$ cat src/rtl/decoder_scan_ctrl_if.sv
// Signal bundle between the scan sequencer and whoever commands it.
//
// There is no valid/ready handshake on this bundle. run and mask are level
// signals owned by the master; the sequencer samples them only while idle and
// on the last cycle of each channel dwell, so they may change at any time.
// en/a/b/frame_done/idle are registered outputs of the sequencer.
// scan_state mirrors the sequencer FSM register for observation.
//
// Signals:
//   run         master -> slave  1 = keep scanning
//   mask        master -> slave  per-channel enable, bit i = channel i
//   en          slave -> master  decoder enable
//   a, b        slave -> master  channel index {a,b}, a = MSB
//   frame_done  slave -> master  1-cycle pulse when channel selection wraps
//   idle        slave -> master  1 while the sequencer is idle
//   scan_state  slave -> master  FSM state (0 idle, 1 blank, 2 drive)
interface decoder_scan_ctrl_if;
    logic       run;
    logic [3:0] mask;
    logic       en;
    logic       a;
    logic       b;
    logic       frame_done;
    logic       idle;
    logic [1:0] scan_state;

    modport master (
        output run, mask,
        input  en, a, b, frame_done, idle, scan_state
    );

    modport slave (
        input  run, mask,
        output en, a, b, frame_done, idle, scan_state
    );
endinterface

$ cat src/rtl/decoder_scan_ctrl.sv
// Upstream sequencer for a 2-to-4 enable decoder. Time-multiplexes four
// channels round-robin over those enabled in mask: each visit is BLANK cycles
// with en low (anti-ghosting) followed by DWELL cycles with en high.
//
// Ports:
//   clk    rising-edge clock
//   rst_n  asynchronous active-low reset
//   scan   decoder_scan_ctrl_if.slave: run/mask in; en, a, b, frame_done,
//          idle, scan_state out (all registered)
module decoder_scan_ctrl #(
    parameter int DWELL = 4,
    parameter int BLANK = 1,
    parameter int CNT_W = 8
) (
    input  logic                 clk,
    input  logic                 rst_n,
    decoder_scan_ctrl_if.slave   scan
);

    typedef enum logic [1:0] {
        S_IDLE  = 2'd0,
        S_BLANK = 2'd1,
        S_DRIVE = 2'd2
    } state_t;

    // Counters run down to zero; zero marks the last cycle of a phase.
    localparam logic [CNT_W-1:0] DWELL_M1 = CNT_W'(DWELL - 1);
    localparam logic [CNT_W-1:0] BLANK_M1 = CNT_W'((BLANK > 0) ? BLANK - 1 : 0);

    state_t           state, state_n;
    logic [CNT_W-1:0] cnt, cnt_n;
    logic [1:0]       ch, ch_n;
    logic [1:0]       nxt;
    logic             en_q, en_n;
    logic             fd_q, fd_n;
    logic             idle_q, idle_n;

    function automatic logic [1:0] lowest_ch(input logic [3:0] m);
        lowest_ch = 2'd0;
        for (int i = 3; i >= 0; i--) begin
            if (m[i]) lowest_ch = 2'(i);
        end
    endfunction

    // First enabled channel strictly after cur, wrapping. Offset 4 wraps back
    // to cur itself, which covers the single-channel case.
    function automatic logic [1:0] next_ch(input logic [3:0] m,
                                           input logic [1:0] cur);
        logic [1:0] idx;
        next_ch = cur;
        for (int i = 4; i >= 1; i--) begin
            idx = cur + 2'(i);
            if (m[idx]) next_ch = idx;
        end
    endfunction

    assign nxt = next_ch(scan.mask, ch);

    always_comb begin
        state_n = state;
        cnt_n   = cnt;
        ch_n    = ch;
        fd_n    = 1'b0;
        case (state)
            S_IDLE: begin
                if (scan.run && (scan.mask != 4'd0)) begin
                    ch_n = lowest_ch(scan.mask);
                    if (BLANK > 0) begin
                        state_n = S_BLANK;
                        cnt_n   = BLANK_M1;
                    end else begin
                        state_n = S_DRIVE;
                        cnt_n   = DWELL_M1;
                    end
                end
            end
            S_BLANK: begin
                if (cnt == '0) begin
                    state_n = S_DRIVE;
                    cnt_n   = DWELL_M1;
                end else begin
                    cnt_n = cnt - 1'b1;
                end
            end
            S_DRIVE: begin
                if (cnt == '0) begin
                    if (!scan.run || (scan.mask == 4'd0)) begin
                        state_n = S_IDLE;
                        cnt_n   = '0;
                    end else begin
                        ch_n = nxt;
                        // Wrap (including re-selecting the same channel) ends a frame.
                        fd_n = (nxt <= ch);
                        if (BLANK > 0) begin
                            state_n = S_BLANK;
                            cnt_n   = BLANK_M1;
                        end else begin
                            state_n = S_DRIVE;
                            cnt_n   = DWELL_M1;
                        end
                    end
                end else begin
                    cnt_n = cnt - 1'b1;
                end
            end
            default: begin
                state_n = S_IDLE;
                cnt_n   = '0;
            end
        endcase
        en_n   = (state_n == S_DRIVE);
        idle_n = (state_n == S_IDLE);
    end

    always_ff @(posedge clk or negedge rst_n) begin
        if (!rst_n) begin
            state  <= S_IDLE;
            cnt    <= '0;
            ch     <= 2'd0;
            en_q   <= 1'b0;
            fd_q   <= 1'b0;
            idle_q <= 1'b1;
        end else begin
            state  <= state_n;
            cnt    <= cnt_n;
            ch     <= ch_n;
            en_q   <= en_n;
            fd_q   <= fd_n;
            idle_q <= idle_n;
        end
    end

    assign scan.en         = en_q;
    assign scan.a          = ch[1];
    assign scan.b          = ch[0];
    assign scan.frame_done = fd_q;
    assign scan.idle       = idle_q;
    assign scan.scan_state = state;

endmodule

$ cat src/flat_wrapper.sv
// flat-port wrapper written by rule: the top's interface ports become plain ports
module decoder_scan_ctrl_flat 
#(
    parameter int DWELL = 4,
    parameter int BLANK = 1,
    parameter int CNT_W = 8
)
  (clk, rst_n, scan_run, scan_mask, scan_en, scan_a, scan_b, scan_frame_done, scan_idle, scan_scan_state);
  decoder_scan_ctrl_if scan_i ();
  input  logic clk;
  input  logic rst_n;
  input wire logic [$bits(scan_i.run)-1:0] scan_run;
  input wire logic [$bits(scan_i.mask)-1:0] scan_mask;
  output wire logic [$bits(scan_i.en)-1:0] scan_en;
  output wire logic [$bits(scan_i.a)-1:0] scan_a;
  output wire logic [$bits(scan_i.b)-1:0] scan_b;
  output wire logic [$bits(scan_i.frame_done)-1:0] scan_frame_done;
  output wire logic [$bits(scan_i.idle)-1:0] scan_idle;
  output wire logic [$bits(scan_i.scan_state)-1:0] scan_scan_state;
  assign scan_i.run = scan_run;
  assign scan_i.mask = scan_mask;
  assign scan_en = scan_i.en;
  assign scan_a = scan_i.a;
  assign scan_b = scan_i.b;
  assign scan_frame_done = scan_i.frame_done;
  assign scan_idle = scan_i.idle;
  assign scan_scan_state = scan_i.scan_state;
  decoder_scan_ctrl #(.DWELL(DWELL), .BLANK(BLANK), .CNT_W(CNT_W)) u_core (.clk(clk), .rst_n(rst_n), .scan(scan_i));
endmodule
$ cat config.mk
export PLATFORM = sky130hd
export DESIGN_NAME = decoder_scan_ctrl_flat
export DESIGN_NICKNAME = d
export VERILOG_FILES = /design/src/rtl/decoder_scan_ctrl_if.sv /design/src/rtl/decoder_scan_ctrl.sv /design/src/flat_wrapper.sv
export SDC_FILE = /design/constraint.sdc
export NUM_CORES = 1
export LEC_CHECK = 0
export CORE_AREA = 2 2 49 51
export DETAILED_ROUTE_END_ITERATION = 6
export DIE_AREA = 0 0 51 53
export GPL_TIMING_DRIVEN = 0
export PLACE_DENSITY = 0.85
export SETUP_SLACK_MARGIN = 0.15
export SLEW_MARGIN = 15
export SYNTH_ARGS = -nofsm -noshare
export SYNTH_HDL_FRONTEND = slang
export SYNTH_SLANG_ARGS = --single-unit
$ cat constraint.sdc
create_clock -name clk -period 2.26 [get_ports clk]
set_clock_uncertainty 0.2 [all_clocks]
set_input_delay 0.226 -clock clk [delete_from_list [all_inputs] [get_ports clk]]
set_output_delay 0.226 -clock clk [all_outputs]
set_load 0.02 [all_outputs]
# ---- After elaboration in Yosys (flattened, before gate mapping)
# Index checks and enable logic that the tools add are counted.
# Widths: inputs -> output; s select.
dict set report classes {
  n_addsub 4
  mul 0
  n_div 0
  order_cmp 4
  n_eq_ne 6
  shifts 0
  muxes 29
  n_bitwise 0
  n_reduce_logical 10
}
# op n
set ops {}
lappend ops {{$mux 2} 13}
lappend ops {{$mux 8} 3}
lappend ops {{$pmux 8 s3} 1}
lappend ops {{$lt 2x3->1 const B} 3}
lappend ops {{$logic_not 8->1} 1}
lappend ops {{$sub 8x1->8 const B} 1}
lappend ops {{$mux 1} 7}
lappend ops {{$bmux 1 s2} 3}
lappend ops {{$pmux 2 s3} 1}
lappend ops {{$add 2x2->2 const B} 2}
lappend ops {{$eq 2x2->1 const B} 2}
lappend ops {{$logic_not 2->1} 2}
lappend ops {{$logic_not 4->1} 1}
lappend ops {{$ne 2x1->1 const B} 2}
lappend ops {{$pmux 2 s2} 1}
lappend ops {{$reduce_and 4->1} 1}
lappend ops {{$reduce_bool 4->1} 1}
lappend ops {{$add 2x1->2 const B} 1}
lappend ops {{$eq 2x1->1 const B} 1}
lappend ops {{$le 2x2->1} 1}
lappend ops {{$ne 2x2->1 const B} 1}
lappend ops {{$reduce_bool 2->1} 1}
lappend ops {{$logic_and 1x1->1} 1}
lappend ops {{$logic_not 1->1} 1}
lappend ops {{$logic_or 1x1->1} 1}
dict set report totals {
  register_bits 15
  latch_bits 0
  mem_bits_rw 0
  rom_bits 0
  in_bits 7
  out_inout_bits 7
  word_cells 59
  mem_count 0
}

# ---- Longest topological paths before layout
dict set report logic_depth {
  ltp_word 10
  ltp_mapped 10
  mapped_depth_nobuf 9
}

# ---- Worst setup path after synthesis
# No wires, ideal clock.
dict set report synth_timing {
  path_type {register to register}
  start {register u_core.state[1], in the netlist u_core.scan.scan_state[1]}
  end {register u_core.cnt[1]}
  setup_ns 0.122
  arrival_time_ns 1.717
  t_required_ns 1.938
  setup_slack_ns 0.222
  path_stages_with_launch 7
  n_path_buf 0
  cell_sequence {dfrtp_1 > inv_1 > ha_1 > or4b_1 > o21ai_2 > nor2_1 > a32o_1}
}
dict set report synth_via {
  elab_chain_cells 2
  elab_cells_between_ends 5
  cone_classes {3 x eq/ne; 1 x mux; 1 x reduce/logical}
}
# item line
set synth_rtl {}
lappend synth_rtl {{start: declaration} decoder_scan_ctrl.sv:30} ;# state_t state, state_n;
lappend synth_rtl {{start signal: assignment} decoder_scan_ctrl.sv:124} ;# state <= state_n;
lappend synth_rtl {{$eq 2x2->1, or another cell as far along} decoder_scan_ctrl.sv:64} ;# case (state)
lappend synth_rtl {{$pmux 8 s3 / $ne 2x1->1 (equally long branches)} n/a}
lappend synth_rtl {{end signal: assignment} decoder_scan_ctrl.sv:125} ;# cnt <= cnt_n;
lappend synth_rtl {{end: declaration} decoder_scan_ctrl.sv:31} ;# logic [CNT_W-1:0] cnt, cnt_n;
# Several ways; a longest one is shown, not always the timed one.
# A chain may end at the register's enable or synchronous reset.

# ---- Worst setup path in the final report
# Same ends and word-level chain as after synthesis.

==> key figures <==
Run status
  • Run status: finished clean

Route
  • Routed len/inst: 15.2 um
  • Vias/cell: 5.89
  • Iter 0 DRT Violations: 24
  • Drt pass-1 iters: 4
  • # DRC: 0
  • Antenna Nets Post-Route: 0
  • Routed WL: 2470 um
  • Via count: 960

Worst setup path
  • Critical path capture point type: flop
  • R2r worst-path depth: 6
  • CP peak stage delay: 0.51 ns
  • CP startpoint kind: flop
  • WP data arrival: 2.04 ns
  • Reg2Reg Setup Slack: 0.20 ns
  • CP max FO: 4
  • RR Endpoint: u_core.cnt[1]
  • CP max-delay cell: or4b_1
  • Req. time, crit path: 2.24 ns
  • Crit path cell chain: inv_1, ha_1, or4b_1, o21ai_2, nor2_1, a32o_1
  • R2r startpoint: u_core.scan.scan_state[1]
  • Cell type group with the largest total delay on the critical path: simple AND/OR/NAND/NOR gates
  • Crit path kind: reg2reg
  • WP buf/inv: 1

Pwr
  • Net switching power: 988 uW
  • P_leak: 0.571 nW
  • Share of power burned in combinational logic: 0.694
  • Clk pwr share: 0.070
  • Switching Fraction: 0.467
  • Internal power: 1.13 mW
  • Peak VDD IR: 0.00102 V
  • Sequential power share: 0.236
  • Pwr dens: 1540 nW/um^2
  • Total power: 2.12 mW

Placed design
  • Area after DPL: 1300 um^2
  • Inst Count DP: 157
  • Port Buffers: 13
  • GP Congestion: 0.873
  • Dpl hpwl: 1800 um

Layout
  • Diodes inserted: 0
  • Synth-to-Final Area Change: 20.6%
  • Layout cells sized above 1: 0.215
  • Fillers: 175
  • Nets@finish: 151
  • Finished Cell Area: 1370 um^2
  • Post-Layout Cell Count: 163
  • Most frequent cells in the layout: clkdlybuf4s50_1, dfrtp_1, nor2_1

Clock network
  • Total CTS buffers: 3
  • Clock Path Buffers: 2
  • CTS Root Buffer Type: clkbuf_4
  • CTS tree: done
  • Clock Sinks: 15
  • CTS Hold Bufs: 0
  • Clock transition at the registers of the reported paths: 0.09 ns
  • Clk Latency, worst-skew pair: 0.29 ns
  • H-tree levels: 1

Yosys
  • Post-synth ARST share: 1.00
  • Post-synth cell types: 49
  • Most used DFF post-synth: dfrtp_1
  • Post-Syn Nets: 131
  • FF+latch count, synth: 15
  • Post-Syn Area per Cell: 9.79 um^2
  • EDFF count, synth: 0
  • Cells after Synth: 116
  • YS warnings: 0
  • Cell area after synthesis: 1140 um^2
  • Register area share after synthesis: 0.331

Floorplan
  • Die area: 2700 um^2
  • Chip Width: 51 um
  • Core area: 2150 um^2
  • Rows: 17
  • Ports: 14
  • Initial core utilization: 0.529
  • Die H: 53 um

Timing
  • Hold Fails Final Rpt: 0
  • Min cycle time layout: 2.06 ns
  • Final setup fails: 0
  • Unrepaired setup endpoints after global routing: true
  • Setup TNS Final: 0 ns
  • Fmax achieved: 0.485 GHz
  • Worst Tran Pin Value: 0.635 ns
  • Final hold slack: 0.125 ns
  • Period utilization: 0.912
  • Slew Limit Fails: 0
  • Slew HR: 0.575

Flow run
  • Max_cap viols: 0

GRT
  • GRT Max-Usage Layer: met2
  • Total congestion overflow: 0
  • Met1 Use GR: 0.233
  • Initial antenna violation count: 0
  • Grt met2 use: 0.385
  • All-Layer GR Usage: 0.203
  • Largest net degree at the start of global routing: 16
  • Met3 GRT Util: 0.0424
  • Vias in the first global route: 919
  • First-pass GRT wire length: 4120 um

Hold path
  • Hold/Removal Path Class: in2async
-- metrics by stage --
step,util,setup WS [ns]
finish,0.638,0.199
global route,0.638,0.126
CTS,0.619,0.153
detailed placement,0.606,-0.0481
global placement,0.606,0.0425
floorplan,-,0.222
-- synthesized netlist by cell type, types with 3 or more instances --
library cell  number  share of area
nor2_1            11          0.036
inv_1             10          0.033
o21ai_0            3          0.013
and2_1             3          0.017
a21oi_1            9          0.040
xnor2_1            6          0.046
nand2_1            5          0.017
dfrtp_1           14           0.31
ha_1               8          0.088
or2_2              3          0.017
-- worst max path at each step --
stage                         startpoint                         to  cells after the start
2_1_floorplan  u_core.scan.scan_state[1]              u_core.cnt[1]                      6
3_3_place_gp                scan_mask[1]              u_core.cnt[1]                      6
3_5_place_dp                scan_mask[3]     u_core.scan.frame_done                      8
4_1_cts        u_core.scan.scan_state[0]  u_core.scan.scan_state[0]                      7
5_1_grt                     scan_mask[2]     u_core.scan.frame_done                     10
6_report       u_core.scan.scan_state[1]              u_core.cnt[1]                      6
-- cell type report --
| cell class | count | area (um^2) | area share |
|---|---|---|---|
| inverters | 10 | 37.5 | 0.0274 |
| multi-input cells | 87 | 721 | 0.526 |
| plain buffers | 4 | 26.3 | 0.0192 |
| flip-flops and latches | 15 | 378 | 0.276 |
| repair buffers | 15 | 145 | 0.106 |
| clock buffers | 3 | 22.5 | 0.0164 |
| clock inverters | 1 | 5.00 | 0.00365 |
| well taps | 28 | 35.0 | 0.0256 |
-- cells by family after synthesis --
| logic type | count (synthesis) | share of synthesized area |
|---|---|---|
| xor+xnor | 6 | 0.0463 |
| mux | 2 | 0.0220 |
| compound gates | 31 | 0.240 |
| flops | 15 | 0.332 |
| simple gates | 40 | 0.218 |
| fa+ha+maj | 8 | 0.0881 |
| buf+inv | 14 | 0.0540 |
-- state kept, by name (all words and copies together), names as in the netlist --
register and count:
u_core.scan.scan_state 2, u_core.scan.en 1, u_core.cnt 8, u_core.scan.frame_done 1, u_core.scan.idle 1, u_core.ch 2
-- power by group through the flow --
| stage | clock [mW] | sequential [mW] | combinational [mW] |
|---|---|---|---|
| floorplan | 0 | 0.537 | 0.971 |
| global placement | 0 | 0.491 | 1.29 |
| detailed placement | 0 | 0.497 | 1.35 |
| CTS | 0.153 | 0.495 | 1.37 |
| global route | 0.163 | 0.515 | 1.61 |
| finish | 0.148 | 0.499 | 1.47 |
-- routing by layer --
metal | share of wire | vias up
li1 | - | 462
met3 | 0.029 | 6
met1 | 0.42 | 468
met4 | 0.021 | 0
met2 | 0.53 | 24
met5 | 0 | -
-- worst reg2reg max path, cell delays in order, from the launching register on --
cell and delay (ns):
dfrtp_1 0.38, inv_1 0.09, ha_1 0.25, or4b_1 0.51, o21ai_2 0.21, nor2_1 0.06
a32o_1 0.25
-- what timing repair did --
item,in CTS,in global routing
gates resized for setup,0,9
buffers inserted,0,2
endpoints found under the setup margin,0,13
Note: power is estimated with default switching activity, not from simulation.
==> RTL change 1, RTL diff (same settings) <==
`CNT_W` is set to 8 in 2 places; all go to 10.
--- a/src/rtl/decoder_scan_ctrl.sv
+++ b/src/rtl/decoder_scan_ctrl.sv
@@ -12,3 +12,3 @@
     parameter int BLANK = 1,
-    parameter int CNT_W = 8
+    parameter int CNT_W = 10
 ) (
--- a/src/flat_wrapper.sv
+++ b/src/flat_wrapper.sv
@@ -5,3 +5,3 @@
     parameter int BLANK = 1,
-    parameter int CNT_W = 8
+    parameter int CNT_W = 10
 )
Behaviour: no difference found for any inputs over 10 cycles, from zero or initial values and one cycle with rst_n low; that may be too few to reach the edited logic, so the function may still have changed.
==> RTL change 1 against the original RTL <==
  * Area after synthesis up 2.2%
  * Die area unchanged
  * Design area up 8.3%
  * Count of clock-buffer cells in the layout unchanged
  * Power down 7.5%
  * Sequential cell count up 2
  * Global-route usage up 0.69 points
  * Clock power up 13%
  * Wire length up 15%
  * Setup slack worse by 0.046 ns
  * Critical endpoint is now u_core.scan.en
==> RTL change 1: results (changes against the original RTL) <==
[status]
outcome = completed  ; unchanged

[global_routing]
grt_start_max_net_pins = 18  ; was 16
grt_pass1_vias = 941  ; was 919
grt_pass1_wl_mm = 4.17  ; was 4.12 mm
use_met1_pct = 23.7  ; was 23.3%
grtUsageMet2_pct = 40.0  ; was 38.5%
use_met3_pct = 3.95  ; was 4.24%
grt.total_usage_pct = 21.0  ; was 20.3%

[synthesis]
yosys.cell_types.count = 46  ; was 49
synth.area.top_cells = dfrtp_1, ha_1, o41ai_4  ; was dfrtp_1, ha_1, xnor2_1
async_flop_share_pct = 100  ; unchanged
synthTopCellsByCount = dfrtp_1, inv_1, a21oi_1, o21ai_0, nor2_1  ; was dfrtp_1, nor2_1, inv_1
seq_area_frac_synth_pct = 36.7  ; was 33.1%
syn_inst = 117  ; was 116

[final_layout]
largest_reg_flops = 10  ; was 8
top_register = u_core.cnt  ; unchanged
fill_cells = 161  ; was 175
regArea_sq_um = 427  ; was 378 sq um
drive_gt1_share_pct = 22.7  ; was 21.5%

[timing]
post-route-period-util_pct = 93.2  ; was 91.2%
relSlewSlack_pct = 49.7  ; was 57.5%
fin_hold_ws_ns = 0.158  ; was 0.125 ns

[drt]
drt-met1-wl_mm = 1.20  ; was 1.04 mm
wl_met2_mm = 1.47  ; was 1.31 mm
drt-total-wl_mm = 2.85  ; was 2.47 mm
wire_per_inst_um = 16.8  ; was 15.2 um
via_per_inst = 6.30  ; was 5.89
wl_met3_um = 121  ; was 71 um
drtIter0Drc = 47  ; was 24
firstDrtPassIters = 5  ; was 4

[critical_path]
r2r_slack_ns = 0.15  ; was 0.20 ns
r2r-end = u_core.scan.en  ; was u_core.cnt[1]
worstPathArrival_ns = 2.10  ; was 2.04 ns
cp_max_fo = 3  ; was 4
timing.critical_path.from = u_core.cnt[1]  ; was u_core.scan.scan_state[1]
worstReg2RegStart = u_core.cnt[1]  ; was u_core.scan.scan_state[1]
cp_slowest_cell = or4b_4  ; was or4b_1

[power_and_ir_drop]
power_frac_clock_pct = 8.5  ; was 7.0%
ir_drop_v = 0.000934  ; was 0.00102 V
leakagePower_nw = 0.650  ; was 0.571 nW
p_seq_uw = 524  ; was 499 uW
switchingPower_uw = 896  ; was 988 uW
powerClk_uw = 167  ; was 148 uW

[cts]
clockBufferDepth = 2  ; unchanged
clock_latency_ns = 0.30
postCtsSetupBuffers = 0  ; unchanged
cts-resized-gates = 2  ; was 0
htree_num_levels = 1  ; unchanged

[hold_path]
hp-class = in2async  ; unchanged

[placement]
post_dp_cell_area_sq_mm = 0.00133  ; was 0.00130 sq mm
hpwl_mm = 1.91  ; was 1.80 mm
dpl.cell_count = 158  ; was 157
globalplace.congestion = 0.853  ; was 0.873
post-place-ws_ns = -0.124  ; was -0.0481 ns

## RTL change 1: cell types whose count changed after synthesis, sizes merged, moves of 3 or more
cell / before / now
o21ai: 4 / 9
or3: 1 / 4
nand2b: 1 / 4
a211oi: 3 / 0
and2: 4 / 1
nor2: 11 / 8
xnor2: 6 / 2
## RTL change 1: area by class of cell
type | instances | area share, %
multi-input combinational | 90 | 52.0
sequential | 17 | 28.8
timing repair buffer | 20 | 12.5
inverter | 10 | 2.53
tap | 28 | 2.36
clock buffer | 3 | 1.52
clock inverter | 1 | 0.337
## RTL change 1: kinds of logic after synthesis
kind of cell | count (synthesis) | synth area share, %
DFF | 17 | 36.7
adders and majority gates | 7 | 7.54
and+or+nand+nor | 38 | 20.3
buffers and inverters | 10 | 3.23
AOI/OAI and AO/OA | 41 | 29.2
xor gates and xnor gates | 4 | 3.02
==> RTL change 2, RTL diff (same flow settings) <==
Made on the original files. Make the reset (`rst_n`) synchronous in one clocked block. Comments in the files are not updated.
--- a/src/rtl/decoder_scan_ctrl.sv
+++ b/src/rtl/decoder_scan_ctrl.sv
@@ -114,3 +114,3 @@
 
-    always_ff @(posedge clk or negedge rst_n) begin
+    always_ff @(posedge clk) begin
         if (!rst_n) begin
Check against the original RTL: differs if rst_n is asserted again (counterexample within 4 cycles, from zero or initial values and one cycle with rst_n low); with rst_n held inactive, the same outputs for 10 cycles.
==> RTL change 2 against the original RTL <==
  * Synthesized cell count is 6.0% lower
  * Count of clock-buffer cells in the layout stayed put
  * Setup slack improved by 0.070 ns
  * Design area fell by 16%
  * Power fell by 14%
  * Via count decreased by 16%
  * Sequential share of layout area fell by 1.4 points
  * Maximum frequency increased by 3.5%
  * Sequential cell count unchanged
  * Wire length shrank 26%
  * Utilization fell by 10 points
  * Sequential power is 5.8% lower
  * Area after synthesis shrank 19%
  * Critical path type unchanged
==> RTL change 2: results (changes against the original RTL) <==
[status]
outcome = completed  ; unchanged

[power_and_ir_drop]
leakagePower_nw = 0.463  ; was 0.571 nW
ir_drop_v = 0.000918  ; was 0.00102 V
switchingPower_uw = 816  ; was 988 uW
pwr-share-comb_pct = 65.4  ; was 69.4%

[synthesis]
ys.flop_type = dfxtp_1  ; was dfrtp_1
yosys.cell_types.count = 33  ; was 49
syn-num-nets = 123  ; was 131
seq_area_frac_synth_pct = 32.5  ; was 33.1%
synthTopCellsByCount = dfxtp_1, nand2_1, nor2_1  ; was dfrtp_1, nor2_1, inv_1
async_flop_share_pct = 0  ; was 100%
syn_area_sq_um = 923  ; was 0.00114 sq mm
muxShareOfSynthArea_pct = 0  ; was 2.20%
synth.area.top_cells = dfxtp_1, ha_1, nand2_1  ; was dfrtp_1, ha_1, xnor2_1
synth_adder_area_share_pct = 9.49  ; was 8.81%
syn_inst = 109  ; was 116
synth_compound_area_share_pct = 23.3  ; was 24.0%
synth_xor_area_share_pct = 5.69  ; was 4.63%

[final_layout]
nNonClkBuffers = 17  ; was 19
nets = 143  ; was 151
fill_cells = 205  ; was 175
clk_share_pct = 2.40  ; was 2.01%
design.seq.count = 15  ; unchanged
buf_share_pct = 13.2  ; was 12.5%
inverters_excl_clock = 7  ; was 10
multi_input_gates = 85  ; was 87
drive_gt1_share_pct = 14.8  ; was 21.5%
regArea_sq_um = 300  ; was 378 sq um
multiInputGateArea_sq_um = 606  ; was 721 sq um

[critical_path]
cp_max_fo = 6  ; was 4
worstReg2RegStart = u_core.cnt[0]  ; was u_core.scan.scan_state[1]
r2r-end = u_core.scan.en  ; was u_core.cnt[1]
worstPathArrival_ns = 1.99  ; was 2.04 ns
worstRegToRegCells = 8  ; was 6

[placement]
hpwl_mm = 1.35  ; was 1.80 mm
globalplace.congestion = 0.706  ; was 0.873
dpl.cell_count = 149  ; was 157
portBuffers = 12  ; was 13
post_dp_cell_area_sq_mm = 0.00108  ; was 0.00130 sq mm

[drt]
firstDrtPassIters = 4  ; unchanged
via_per_inst = 5.20  ; was 5.89
drtIter0Drc = 10  ; was 24
wire_per_inst_um = 11.6  ; was 15.2 um
drt-total-wl_mm = 1.82  ; was 2.47 mm

[timing]
fin_hold_ws_ns = 0.113  ; was 0.125 ns
relSlewSlack_pct = 70.0  ; was 57.5%

[cts]
clock_latency_ns = 0.29  ; about the same
path_clk_slew_ns = 0.09  ; about the same

[hold_path]
hold_start = rst_n
hp-class = in2reg  ; was in2async

[global_routing]
grt_pass1_vias = 742  ; was 919
grt_pass1_wl_mm = 3.04  ; was 4.12 mm
grt.total_usage_pct = 15.4  ; was 20.3%
grt_start_max_net_pins = 11  ; was 16

[RTL change 2: worst max-delay path, cell delays in order, from the launching register on]
cell	delay [ns]
dfxtp_1	0.35
inv_1	0.07
ha_1	0.16
nor3b_4	0.27
nand3_4	0.14
buf_4	0.16
a21o_1	0.19
o21a_1	0.22
nor2b_1	0.13
[RTL change 2: repair_timing]
item,in CTS,in global routing
endpoints found under the setup margin,0,6
resized for setup,0,5
buffers inserted,0,3
[RTL change 2: through the flow]
step / util [%] / total power, mW / worst slack, ns
floorplan: - / 1.25 / 0.320
global placement: 50.2 / 1.47 / 0.0103
detailed placement: 50.2 / 1.51 / -0.00172
CTS: 51.5 / 1.68 / 0.194
global route: 53.3 / 1.99 / 0.138
finish: 53.3 / 1.81 / 0.269
[RTL change 2: per-layer routing]
| metal | global-route usage, % | part of all wire, % |
|---|---|---|
| met1 | 17.0 | 47 |
| met4 | 8.11 | 1.9 |
| met2 | 27.1 | 48 |
| met3 | 4.24 | 3.5 |
| met5 | 0 | 0 |
